==> config.mk <==
export PLATFORM = sky130hd
export DESIGN_NAME = step_tick_gen
export DESIGN_NICKNAME = d
export VERILOG_FILES = /design/src/rtl/step_tick_gen.sv
export SDC_FILE = /design/constraint.sdc
export NUM_CORES = 1
export LEC_CHECK = 0
export ABC_AREA = 0
export CORE_ASPECT_RATIO = 0.9
export CORE_UTILIZATION = 51
export DETAILED_ROUTE_END_ITERATION = 10
export GPL_ROUTABILITY_DRIVEN = 0
export MAX_ROUTING_LAYER = met4
export PLACE_DENSITY = 0.81
export RECOVER_POWER = 100
export SLEW_MARGIN = 20
export SYNTH_ARGS = -nofsm -noshare
export SYNTH_HDL_FRONTEND = slang
export SYNTH_SLANG_ARGS = --single-unit
export TNS_END_PERCENT = 20
==> constraint.sdc <==
create_clock -name clk -period 3.31 [get_ports clk]
set_input_delay 0.4965 -clock clk [delete_from_list [all_inputs] [get_ports clk]]
set_output_delay 0.4965 -clock clk [all_outputs]
set_load 0.03 [all_outputs]
==> src/rtl/step_tick_gen.sv <==
// Programmable step-pulse generator: period timer with start/stop/pause,
// optional finite step count and period updates applied on period boundaries.
// Ports: clk, rst (async, active-low); start/stop/pause control;
//   period_wr/period_in load the target period (tick spacing = P+1 cycles);
//   steps_in = ticks per run (0 = continuous); ramp_start/ramp_step used only
//   when STEP_TICK_RAMP_EN is defined; outputs tick, done, busy, step_cnt,
//   cur_period.
module step_tick_gen #(
    parameter int CNT_W  = 24,
    parameter int STEP_W = 16
) (
    input  logic              clk,
    input  logic              rst,
    input  logic              start,
    input  logic              stop,
    input  logic              pause,
    input  logic              period_wr,
    input  logic [CNT_W-1:0]  period_in,
    input  logic [STEP_W-1:0] steps_in,
    input  logic [CNT_W-1:0]  ramp_start,
    input  logic [CNT_W-1:0]  ramp_step,
    output logic              tick,
    output logic              done,
    output logic              busy,
    output logic [STEP_W-1:0] step_cnt,
    output logic [CNT_W-1:0]  cur_period
);

    typedef enum logic [1:0] {
        IDLE  = 2'd0,
        RUN   = 2'd1,
        PAUSE = 2'd2
    } state_t;

    state_t            state, state_d;
    logic [CNT_W-1:0]  target, target_d;
    logic [CNT_W-1:0]  count, count_d;
    logic [CNT_W-1:0]  cur_d;
    logic [STEP_W-1:0] limit, limit_d;
    logic [STEP_W-1:0] step_d;
    logic [STEP_W-1:0] step_inc;
    logic              tick_d, done_d;

    // Target as seen this cycle: a write in the same cycle already counts.
    logic [CNT_W-1:0]  tgt_nx;
    logic [CNT_W-1:0]  start_per;
    logic [CNT_W-1:0]  wrap_per;

    assign tgt_nx   = period_wr ? period_in : target;
    assign step_inc = step_cnt + 1'b1;
    assign busy     = (state != IDLE);

`ifdef STEP_TICK_RAMP_EN
    // Ramp begins at ramp_start (never faster than target) and shrinks by
    // ramp_step per tick, saturating at target without underflow.
    assign start_per = (ramp_start < tgt_nx) ? tgt_nx : ramp_start;
    assign wrap_per  = ((cur_period > tgt_nx) &&
                        ((cur_period - tgt_nx) > ramp_step)) ?
                       (cur_period - ramp_step) : tgt_nx;
`else
    logic unused_ramp;
    assign unused_ramp = ^{ramp_start, ramp_step};
    assign start_per   = tgt_nx;
    assign wrap_per    = tgt_nx;
`endif

    always_comb begin
        state_d  = state;
        target_d = tgt_nx;
        count_d  = count;
        cur_d    = cur_period;
        limit_d  = limit;
        step_d   = step_cnt;
        tick_d   = 1'b0;
        done_d   = 1'b0;
        unique case (state)
            IDLE: begin
                if (period_wr) cur_d = period_in;
                if (start && !stop) begin
                    state_d = RUN;
                    count_d = '0;
                    step_d  = '0;
                    limit_d = steps_in;
                    cur_d   = start_per;
                end
            end
            RUN, PAUSE: begin
                if (stop) begin
                    state_d = IDLE;
                    count_d = '0;
                end else if (pause) begin
                    state_d = PAUSE;
                end else begin
                    // Leaving PAUSE counts on the same edge, so a pause of
                    // N cycles delays the next tick by exactly N.
                    state_d = RUN;
                    // >= so a lowered period wraps on the next edge.
                    if (count >= cur_period) begin
                        count_d = '0;
                        tick_d  = 1'b1;
                        step_d  = step_inc;
                        cur_d   = wrap_per;
                        if ((limit != '0) && (step_inc == limit)) begin
                            done_d  = 1'b1;
                            state_d = IDLE;
                        end
                    end else begin
                        count_d = count + 1'b1;
                    end
                end
            end
            default: begin
                state_d = IDLE;
                count_d = '0;
            end
        endcase
    end

    always_ff @(posedge clk or negedge rst) begin
        if (!rst) begin
            state      <= IDLE;
            target     <= '0;
            count      <= '0;
            cur_period <= '0;
            limit      <= '0;
            step_cnt   <= '0;
            tick       <= 1'b0;
            done       <= 1'b0;
        end else begin
            state      <= state_d;
            target     <= target_d;
            count      <= count_d;
            cur_period <= cur_d;
            limit      <= limit_d;
            step_cnt   <= step_d;
            tick       <= tick_d;
            done       <= done_d;
        end
    end

endmodule

# Word level (Yosys, flattened, before mapping)
# Index checks and enable logic that the tools add are counted.
# Widths: inputs -> output; s select.
[classes]
eq_ne = 9
shift = 0
n_mux = 32
magnitude_cmp = 1
n_mul = 0
n_bitwise = 0
reduce_logical = 12
add_sub_neg = 2
n_div = 0
[op_table]
columns = ["operator", "n"]
rows = [
  ["$mux 24", 10],
  ["$pmux 24 s2", 2],
  ["$mux 16", 4],
  ["$pmux 16 s2", 1],
  ["$add 24x1->24 const B", 1],
  ["$ge 24x24->1", 1],
  ["$add 16x1->16 const B", 1],
  ["$eq 16x16->1", 1],
  ["$reduce_bool 16->1", 1],
  ["$mux 1", 11],
  ["$reduce_and 5->1", 2],
  ["$ne 2x2->1 const B", 4],
  ["$mux 2", 3],
  ["$ne 3x3->1 const B", 2],
  ["$pmux 2 s2", 1],
  ["$reduce_and 2->1", 2],
  ["$reduce_bool 2->1", 2],
  ["$eq 2x1->1 const B", 1],
  ["$eq 2x2->1 const B", 1],
  ["$logic_and 1x1->1", 2],
  ["$logic_not 2->1", 1],
  ["$reduce_or 2->1", 1],
  ["$logic_not 1->1", 1],
]
[totals]
input_bits = 94
word_cells = 64
latch_bits = 0
romBits = 0
out_inout_bits = 43
mem_count = 0
regBits = 108
ramBits = 0

# Logic depth before layout (Yosys ltp)
# Gate-level depths: netlist (run 1).
[logic_depth]
word_depth = 8
depth_mapped = 11
depth_no_buf = 9

# Worst setup path before layout (run 1)
# No wires, ideal clock.
[synth_timing]
path_kind = "register -> register"
startpoint = "reg cur_period[1]"
endpoint = "reg step_cnt[14]"
stages_incl_launch_ff = 12
t_arrival_ns = 2.367
n_path_buf = 2
path_slack_ns = 0.833
setup_ns = 0.110
path_cell_list = "dfrtp_1 > inv_1 > ha_1 > o211ai_1 > a21oi_1 > o41ai_2 > a21oi_4 > o31ai_2 > buf_6 > buf_2 > o21ai_0 > o41ai_1"
[synth_between]
elab_chain_cells = 3
[synth_rtl]
columns = ["item", "line", "text"]
rows = [
  ["start, declared", "26", "output logic [CNT_W-1:0] cur_period"],
  ["start signal, assigned", "133", "cur_period <= cur_d;"],
  ["$ge 24x24->1", "98", "if (count >= cur_period) begin"],
  ["$ne 2x2->1 (no line)", "-", ""],
  ["$reduce_and 5->1 (no line)", "-", ""],
  ["end signal, assigned", "135", "step_cnt <= step_d;"],
  ["end, declared", "25", "output logic [STEP_W-1:0] step_cnt,"],
]
# No other way between the ends.
# A chain may end at the register's enable or synchronous reset.

# Worst setup path after layout (run 1)
[layout_timing]
startpoint = "reg step_cnt[0]"
endpoint = "reg state[0]"
[layout_between]
elab_chain_cells = 8
[layout_rtl]
columns = ["item", "line", "text"]
rows = [
  ["$add 16x1->16", "50", "assign step_inc = step_cnt + 1'b1;"],
  ["$eq 16x16->1", "103", "if ((limit != '0) && (step_inc == limit)) begin"],
  ["$logic_and 1x1->1", "103", ""],
  ["$mux 1", "103", ""],
  ["$mux 1", "98", ""],
  ["$mux 2", "91", "end else if (pause) begin"],
  ["$mux 2", "88", "if (stop) begin"],
  ["$pmux 2 s2", "76", "unique case (state)"],
  ["end signal, assigned", "130", "state <= state_d;"],
  ["end, declared", "35", "state_t state, state_d;"],
]
# No other way between the ends.

==> results of run 1 <==
-- cell type report --
type,instances,area (µm²),share of cell area
Multi-Input combinational cell,419,3120,0.419
Sequential cell,108,2700,0.363
Timing Repair Buffer,99,951,0.128
Clock buffer,11,253,0.0340
Tap cell,156,195,0.0262
Inverter,38,143,0.0192
Clock inverter,5,82.6,0.0111
-- routing by layer --
layer	track usage	wire length (µm)	up-vias	share of wire
met1	0.317	6300	2412	0.42
li1	-	-	2322	-
met5	-	0	-	0
met2	0.453	7610	159	0.50
met3	0.0612	869	32	0.058
met4	0.0778	319	0	0.021
-- state kept, by name (all words and copies together), names as in the netlist --
| name | flops |
|---|---|
| limit | 16 |
| done | 1 |
| count | 24 |
| state | 2 |
| target | 24 |
| step_cnt | 16 |
| cur_period | 24 |
| tick | 1 |
-- stage by stage --
step                      area (µm²)  hold WS [ns]
after CTS                       7500         0.277
after global placement          7170         0.479
final                           7440         0.488
after floorplan                 6120         0.201
after detailed placement        7170         0.483
after global routing            7440         0.502
-- kinds of logic (layout without fill, tap and decap cells) --
logic type,Yosys count,in the layout
DFF,108,108
muxes,89,89
xor gates and xnor gates,20,20
adders and majority gates,28,28
AOI/OAI and AO/OA,124,124
buffers and inverters,62,153
and+or+nand+nor,158,158
-- cell usage in the layout, fill, tap and decap left out, drive strengths merged, types with 6 or more instances in the layout --
master,count
nor4,8
and2,9
inv,39
clkbuf,18
nand3,26
xnor2,14
mux2,40
nor3,6
clkdlybuf4s50,42
nand4,11
a21oi,28
xor2,6
nand2b,8
dlygate4sd3,45
o31ai,8
o21ai,30
dfrtp,108
a31oi,24
ha,28
and3,11
nand2,41
mux2i,49
nor2,22
-- critical path: cells and delay by family, from the launching register on --
family | cells | cell delay [ns]
AND/OR/NAND/NOR | 3 | 1.09
adder cells (fa/ha/maj) | 1 | 0.35
flip-flops | 1 | 0.51
AO/OA/AOI/OAI | 4 | 0.93
-- worst min-delay path by stage --
stage / start / end / slack [ns] / cells after the start
after floorplan: rst / count[0] / 0.20 / 0
after CTS: rst / limit[5] / 0.28 / 1
after detailed placement: target[16] / target[16] / 0.48 / 1
final: target[17] / target[17] / 0.49 / 1
after global routing: target[15] / target[15] / 0.50 / 1
after global placement: target[12] / target[12] / 0.48 / 1
-- report_power, final --
group          total, W  internal (W)  leakage (nW)  switching, W
Combinational   0.00278       0.00115          1.79       0.00163
Sequential      0.00197       0.00166          1.34      0.000308
Clock           0.00121      0.000708         0.166      0.000501
Total           0.00595       0.00352          3.30       0.00243
==> impl_results.md, run 1 <==
* Slew headroom at -0.0747
* Worst-path cell chain: ha_1 -> nand3_1 -> o21ai_0 -> nand2_1 -> a2111oi_2 -> o2111ai_1 -> nor4_1 -> a31oi_1
* Final Max Slew Viols at 64
* Ports at 137
* Wirelength per Cell at 18.1 µm
* Height of the die at 106 µm
* # rows at 37
* Post-Route WL at 15.1 mm
* Setup Skew at 0.00538 ns
* Worst reg2reg setup slack at 0.28 ns
* EDFF count, synth at 0
* Worst hold-check path type: reg2reg
* Mapped Nets at 711
* Post-Syn Area per Cell at 10.4 µm²
* Crit share post-route at 0.916
* Clock slew at reported path FFs at 0.07 ns
* Total power at 0.00595 W
* Status: complete, but fails checks
* DIE AREA at 12400 µm²
* Layout area overhead at 21.6%
* # clock sinks at 108
* DP Worst Slack at 0.371 ns
* RR Endpoint: state[0]
* Mapped cell area at 6120 µm²
* Leakage at 3.30 nW
* Detailed router's first-iteration violation count at 382
* Layout cells sized above 1 at 0.0794
* Dpl cells at 820
* Number of iterations in the first detailed-routing pass at 5
* Number of distinct library cells after synthesis at 56
* Detail Route Antenna Nets at 0
* Reg2reg start: step_cnt[0]
* Area fraction in compound gates after synthesis at 0.136
* Worst setup path startpoint: step_cnt[0]
* P per Cell Area at 800 nW/µm²
* CP max stage delay at 0.58 ns
* Post-synthesis simple-gate area fraction at 0.137
* Port Buffers at 88
* Crit-path max FO at 11
* Final non-filler cell total at 836
* Synth async-reset ratio at 1.00
* Die Wd at 117 µm
* Final hold vios at 0
* Final core occ at 0.643
* Vias at 4925
* RSZ-0062 raised after global routing: false
* Area share of the largest cell type after synthesis at 0.442
* H-tree levels at 3
* Slowest stage cell, crit path: nor4_1
* Slew @ Worst Pin at 1.61 ns
* VDD IR max at 645 µV
* Final net count at 797
* Top post-synthesis cells by area: dfrtp_1 (44%), mux2i_1 (8.0%), mux2_2 (7.4%)
* Min cycle time layout at 3.03 ns
* Clk buf depth at 2
* Most common cell in the netlist: dfrtp_1
* Synthesized-area fraction occupied by adder cells at 0.0572
* GRT Resource Usage Total at 0.266
* DRC at 0
* Post-CTS setup buffers at 0
* Setup TNS at 0 ns
* Vias per cell at 5.89
* PostCTS Resize Cnt at 0
* Fmax at 330 MHz
* Synth warnings at 0
* Area leader, netlist: dfrtp_1
* Share of the yosys chip area belonging to registers at 0.442
* Antenna violations before repair at 0
* Final setup violating endpoints at 0
* CTS Buf Count at 9
* Vias in the first global route at 5068
* Worst r2r path cells at 8
* Violated checks: max-capacitance violations, max-slew violations
* Mux cell area share after synthesis at 0.154
* Required @ worst endpoint at 3.52 ns
* Top post-synthesis cells by count: dfrtp_1 (108), mux2i_1 (49), nand2_1 (41), mux2_2 (40), inv_1 (38)
* Main combinational cell family by area after synthesis: multiplexers
* Worst Path Arrival at 3.24 ns
* Syn Inst Count at 589
* Detailed placement HPWL at 10.9 mm
* First-pass GRT wire length at 25.3 mm
* XOR/XNOR Fraction of Synth Area at 0.0286
* Critical path class: reg2reg
* CTS tree: done
* Antenna cell count at 0
* CP Capture Type: flip-flop
* Maxcap violations at 1
* CTS root buf: clkbuf_16
* Main flop type after synthesis: dfrtp_1
* Hold bufs inserted after CTS at 0
* Overflow after GRT at 0
* Starting Density at 0.529
* PnR worst setup slack at 0.277 ns
* Core ar. at 11600 µm²
* Startpoint types: flip-flop
* Synth Register Bits at 108
* Largest net degree at the start of global routing at 64
* Worst skew pair latency at 0.35 ns
* Fill count at 913
* Worst Setup EP: state[0]
No activity file was read; power rests on OpenSTA's default activity.
==> run 2, diff against run 1 <==
--- a/config.mk
+++ b/config.mk
@@ -5,7 +5,6 @@
 export SDC_FILE = /design/constraint.sdc
 export NUM_CORES = 1
 export LEC_CHECK = 0
-export ABC_AREA = 0
 export CORE_ASPECT_RATIO = 0.9
 export CORE_UTILIZATION = 51
 export DETAILED_ROUTE_END_ITERATION = 10
==> results of run 2 <==
The final DEF is identical to that of run 1; final timing and power are the same.
